File: src/rtl/canvas_draw_scheduler.sv
// Canvas write-port scheduler: turns brush-stamp and full-clear requests into one registered pixel write per clock.
// Optional CLEAR_PREEMPT_EN lets a clear request abort a stamp in progress.
module canvas_draw_scheduler #(
  parameter int COLOR_BITS = 2,
  parameter int WIDTH      = 100,
  parameter int HEIGHT     = 100,
  parameter int BRUSH      = 3
) (
  input  logic                  clk,
  input  logic                  rst,
  input  logic                  stamp_req,
  input  logic [9:0]            stamp_x,
  input  logic [9:0]            stamp_y,
  input  logic [COLOR_BITS-1:0] stamp_color,
  input  logic                  clear_req,
  input  logic [COLOR_BITS-1:0] clear_color,
  output logic                  stamp_ack,
  output logic                  clear_ack,
  output logic                  busy,
  output logic                  done,
  output logic [9:0]            writeX,
  output logic [9:0]            writeY,
  output logic                  write_enable,
  output logic [COLOR_BITS-1:0] write_color
);

  typedef enum logic [1:0] {IDLE, STAMP, CLEAR} state_t;

  localparam logic [10:0] WIDTH_11  = 11'(WIDTH);
  localparam logic [10:0] HEIGHT_11 = 11'(HEIGHT);
  localparam logic [9:0]  CLR_LAST_X = 10'(WIDTH - 1);
  localparam logic [9:0]  CLR_LAST_Y = 10'(HEIGHT - 1);
  localparam logic [9:0]  STP_LAST   = 10'(BRUSH - 1);

  state_t                  state, state_d;
  logic [9:0]              x0, y0, cnt_x, cnt_y;
  logic [COLOR_BITS-1:0]   color_q;
  logic                    fin;      // every pixel of the operation has been issued

  logic                    abort, issuing, at_end, row_end;
  logic [9:0]              last_x, last_y;
  logic [10:0]             sum_x, sum_y;
  logic                    stamp_ack_d, clear_ack_d, busy_d, done_d, we_d;
  logic [9:0]              write_x_d, write_y_d;
  logic [COLOR_BITS-1:0]   write_color_d;

  // State, counters and registered outputs.
  always_ff @(posedge clk) begin
    // NOTE: sequential state uses non-blocking assignments so every register samples pre-edge values.
    if (rst) begin
      state        <= IDLE;
      x0           <= '0;
      y0           <= '0;
      cnt_x        <= '0;
      cnt_y        <= '0;
      color_q      <= '0;
      fin          <= 1'b0;
      stamp_ack    <= 1'b0;
      clear_ack    <= 1'b0;
      busy         <= 1'b0;
      done         <= 1'b0;
      write_enable <= 1'b0;
      writeX       <= '0;
      writeY       <= '0;
      write_color  <= '0;
    end else begin
      state        <= state_d;
      stamp_ack    <= stamp_ack_d;
      clear_ack    <= clear_ack_d;
      busy         <= busy_d;
      done         <= done_d;
      write_enable <= we_d;
      writeX       <= write_x_d;
      writeY       <= write_y_d;
      write_color  <= write_color_d;
      if (clear_ack_d) begin
        color_q <= clear_color;
        cnt_x   <= '0;
        cnt_y   <= '0;
        fin     <= 1'b0;
      end else if (stamp_ack_d) begin
        x0      <= stamp_x;
        y0      <= stamp_y;
        color_q <= stamp_color;
        cnt_x   <= '0;
        cnt_y   <= '0;
        fin     <= 1'b0;
      end else if (issuing) begin
        fin <= at_end;
        if (row_end) begin
          cnt_x <= '0;
          cnt_y <= cnt_y + 10'd1;
        end else begin
          cnt_x <= cnt_x + 10'd1;
        end
      end
    end
  end

  // Next-state logic.
  always_comb begin
    // NOTE: every combinational output gets a default first so no latch is inferred.
    state_d = state;
`ifdef CLEAR_PREEMPT_EN
    abort = (state == STAMP) && clear_req;
`else
    abort = 1'b0;
`endif
    case (state)
      IDLE: begin
        if (clear_req)      state_d = CLEAR;
        else if (stamp_req) state_d = STAMP;
      end
      STAMP: begin
        if (abort)    state_d = CLEAR;
        else if (fin) state_d = IDLE;
      end
      CLEAR: begin
        if (fin) state_d = IDLE;
      end
      default: state_d = IDLE;
    endcase
  end

  // Output and datapath logic; values here are registered on the next edge.
  always_comb begin
    last_x  = (state == CLEAR) ? CLR_LAST_X : STP_LAST;
    last_y  = (state == CLEAR) ? CLR_LAST_Y : STP_LAST;
    row_end = (cnt_x == last_x);
    at_end  = row_end && (cnt_y == last_y);
    issuing = (state != IDLE) && !fin && !abort;

    // Stamp coordinates are summed in 11 bits so an off-canvas pixel can never alias onto the canvas.
    sum_x = (state == STAMP) ? ({1'b0, x0} + {1'b0, cnt_x}) : {1'b0, cnt_x};
    sum_y = (state == STAMP) ? ({1'b0, y0} + {1'b0, cnt_y}) : {1'b0, cnt_y};

    stamp_ack_d   = (state == IDLE) && !clear_req && stamp_req;
    clear_ack_d   = ((state == IDLE) && clear_req) || abort;
    busy_d        = issuing;
    done_d        = (state != IDLE) && fin && !abort;
    we_d          = issuing && (sum_x < WIDTH_11) && (sum_y < HEIGHT_11);
    write_x_d     = issuing ? sum_x[9:0] : writeX;
    write_y_d     = issuing ? sum_y[9:0] : writeY;
    write_color_d = issuing ? color_q : write_color;
  end

endmodule
File: config.mk
export PLATFORM = sky130hd
export DESIGN_NAME = canvas_draw_scheduler
export DESIGN_NICKNAME = d
export VERILOG_FILES = /design/src/rtl/canvas_draw_scheduler.sv
export SDC_FILE = /design/constraint.sdc
export NUM_CORES = 1
export LEC_CHECK = 0
export ABC_AREA = 0
export CORE_MARGIN = 2
export CORE_UTILIZATION = 51
export CTS_BUF_LIST = sky130_fd_sc_hd__clkbuf_4 sky130_fd_sc_hd__clkbuf_8
export DETAILED_ROUTE_END_ITERATION = 12
export MAX_ROUTING_LAYER = met4
export PLACE_DENSITY = 0.91
export REMOVE_ABC_BUFFERS = 1
export SYNTH_ARGS = -nofsm -noshare
export SYNTH_HDL_FRONTEND = slang
export SYNTH_SLANG_ARGS = --single-unit
File: constraint.sdc
create_clock -name clk -period 2.45 [get_ports clk]
set_input_delay 0.245 -clock clk [delete_from_list [all_inputs] [get_ports clk]]
set_output_delay 0.245 -clock clk [all_outputs]
set_load 0.1 [all_outputs]
==> results.cfg <==
[timing]
slew_viol_final = 0
slew_headroom = 0.6122
setup_viol = 0
worst_pin_slew_ns = 0.5818
fin_crit_ns = 2.450
clock_skew_ns = 0.01008
fmax_mhz = 408.2
finalCritPeriodShare = 0.9999
timing_hold_violations_final = 0

[logic_synthesis]
synthCells = 420
yosysSeqAreaShare = 0.3853
syn_avg_cell_area_um2 = 8.907
synth-seq-cells = 72
async_flop_share = 0
synth_warnings = 0
synth_area_mm2 = 0.003741
ys.flop_type = dfxtp_1
yosys.cell_types.count = 50
synth-edff-count = 0

[layout]
fill_cells = 547
area_growth_syn_to_layout_pct = 26.96
nets = 547
layout_commonest_cell = dfxtp_1
multi_input_area_mm2 = 0.002268
final_cell_mix = dfxtp_1 (69), buf_4 (55), nor2_1 (54), nand2_1 (27), clkdlybuf4s50_1 (27)
fin_cells = 596
finalInstanceArea_mm2 = 0.004750
regArea_mm2 = 0.001445
diodes = 0
drive_above_1_share = 0.2072

[pwr]
p_per_area_mw_per_mm2 = 833.9
swShare = 0.4492
seqPwrFrac = 0.355
internal_power_w = 0.002182
p_comb_frac = 0.430
clkPwrFrac = 0.215
vdd_drop_max_mv = 0.5951
p_leak_nw = 1.956
power_switching_w = 0.001779

[routing]
vias = 3537
drtIter0Drc = 260
drc = 0
routed_wl_um = 10150
ant_nets = 0
viasPerCell = 5.935
drt_pre_antenna_iters = 5
wl_per_cell_um = 17.03

[setup_path]
crit_type = reg2reg
worstPathRequired_ns = 2.74
worstSetupEndpointType = register
cp_max_fo = 10
start_kind = register
critPathMaxStageDelay_ns = 0.52
cp_top_family = simple AND/OR/NAND/NOR gates
critPathSlowestCell = ha_1
worst-path-buf-inv = 2
crit_path_cell_trace = inv_1, ha_1, clkinvlp_4, nor4_1, a311oi_2, a21boi_1, and4_1
cp.arrival_ns = 2.74

[placement]
dpl_cell_area_mm2 = 0.004459
gp_congestion = 0.8961
dp.cells = 578
dpl.hpwl_um = 6957
port_buffers = 54

[clock_tree]
insertion_delay_ns = 0.36
cts_tree = yes
cts_made_buffers = 9
path_clk_slew_ns = 0.07
clock_path_buffers = 2
cts_max_level = 3
clock-root-buffer = clkbuf_8
cts_hold_buf = 0
cts_sinks = 72

[floorplanning]
die_area_mm2 = 0.008036
fp-row-count = 31
die_h_um = 89.65
die_w_um = 89.65
core-area_mm2 = 0.007176
num_io_pins = 55
start_util = 0.5214

[run]
cap_violations = 0

[global_route]
grt_pass1_vias = 3528
grt_max_degree = 26
antenna_found_initial = 0
grt_first_pass_wirelength_um = 15700
grtUsageTotal = 0.2616
grt_overflow = 0

[worst_hold_path]
hp-class = reg2reg

[status]
status = finished clean
-- cells in the mapped netlist, drive strengths merged (5+ instances only) --
library cell,count,share of area
dfxtp,72,0.39
nand2,27,0.027
mux2i,12,0.032
xor2,16,0.037
o22ai,6,0.010
nor2,56,0.056
o21ai,10,0.013
ha,25,0.084
nor3,8,0.011
o21a,5,0.010
o211ai,5,0.010
or2,5,0.0084
a22o,21,0.049
a211oi,21,0.042
nand3,8,0.011
nand4,5,0.0084
xnor2,12,0.028
a21oi,20,0.027
clkbuf,18,0.018
or3,5,0.0084
inv,13,0.013
-- per-stage QoR --
| stage | utilization | TNS [ns] | hold WS, ns | setup WS, ns | total power [W] |
|---|---|---|---|---|---|
| 3_5_place_dp | 0.6214 | -0.06545 | 0.4483 | -0.06545 | 0.003097 |
| 5_1_grt | 0.6619 | -0.09774 | 0.4713 | -0.05067 | 0.004116 |
| 6_report | 0.6619 | 0 | 0.4547 | 0.0003169 | 0.003961 |
| 4_1_cts | 0.6486 | 0 | 0.4576 | 0.03048 | 0.003933 |
| 2_1_floorplan | - | -2.740 | 0.3141 | -0.6280 | 0.002656 |
| 3_3_place_gp | 0.6214 | -0.02215 | 0.4419 | -0.02215 | 0.003053 |
-- worst register-to-register path, cell delays in order (launching register included) --
cell and delay [ns]:
dfxtp_1 0.33, inv_1 0.08, ha_1 0.52, clkinvlp_4 0.44, nor4_1 0.53, a311oi_2 0.09
a21boi_1 0.19, and4_1 0.21
-- flip-flops by register name (all words and copies together) (netlist names) --
| register | count |
|---|---|
| color_q | 2 |
| y0 | 10 |
| writeY | 10 |
| cnt_x | 10 |
| clear_ack | 1 |
| done | 1 |
| state | 2 |
| cnt_y | 10 |
| fin | 1 |
| write_color | 2 |
| stamp_ack | 1 |
| writeX | 10 |
| busy | 1 |
| x0 | 10 |
| write_enable | 1 |
-- final timing paths --
check | startpoint | endpoint | slack, ns | cells past startpoint
setup / recovery | state[1] | write_enable | 0.0003 | 7
hold / removal | write_color[1] | write_color[1] | 0.45 | 2
setup reg to reg | state[1] | write_enable | 0.0003 | 7
hold reg to reg | write_color[1] | write_color[1] | 0.45 | 2
-- what timing repair did --
item / in CTS / in global routing
setup endpoints to repair: 1 / 2
gates resized for setup: 4 / 22
pin swaps: 5 / 10
buffers inserted: 1 / 1
-- power by group through the flow --
stage / registers, W / logic, W / clock network (W)
floorplan: 0.00214 / 0.000513 / 0
global placement: 0.00142 / 0.00163 / 0
detailed placement: 0.00143 / 0.00167 / 0
CTS: 0.00140 / 0.00168 / 0.000849
global route: 0.00142 / 0.00180 / 0.000894
finish: 0.00140 / 0.00170 / 0.000852
-- logic make-up (layout without fill, tap and decap cells) --
| kind of cell | Yosys count | in the layout | share of synthesized area |
|---|---|---|---|
| XOR/XNOR | 28 | 28 | 0.06555 |
| adder cells (fa/ha/maj) | 27 | 27 | 0.09431 |
| flip-flops | 72 | 72 | 0.3853 |
| AO/OA/AOI/OAI | 111 | 111 | 0.2120 |
| buffers and inverters | 35 | 112 | 0.03578 |
| AND/OR/NAND/NOR | 134 | 134 | 0.1719 |
| multiplexers | 13 | 13 | 0.03512 |
-- metal layers --
metal | up-vias | share of wire | GRT usage
met2 | 152 | 0.49 | 0.4311
met4 | 0 | 0.023 | 0.1153
met1 | 1677 | 0.42 | 0.3142
met3 | 31 | 0.066 | 0.04388
met5 | - | 0 | -
li1 | 1677 | - | -
-- final cells by class --
class                      count  area share
tap                           99     0.02608
timing repair buffer          82      0.1438
sequential                    72      0.3043
inverter                      14     0.01185
clock buffer                  12     0.03214
multi-input combinational    313      0.4776
clock inverter                 4    0.004215
No activity file was read; power rests on OpenSTA's default activity.
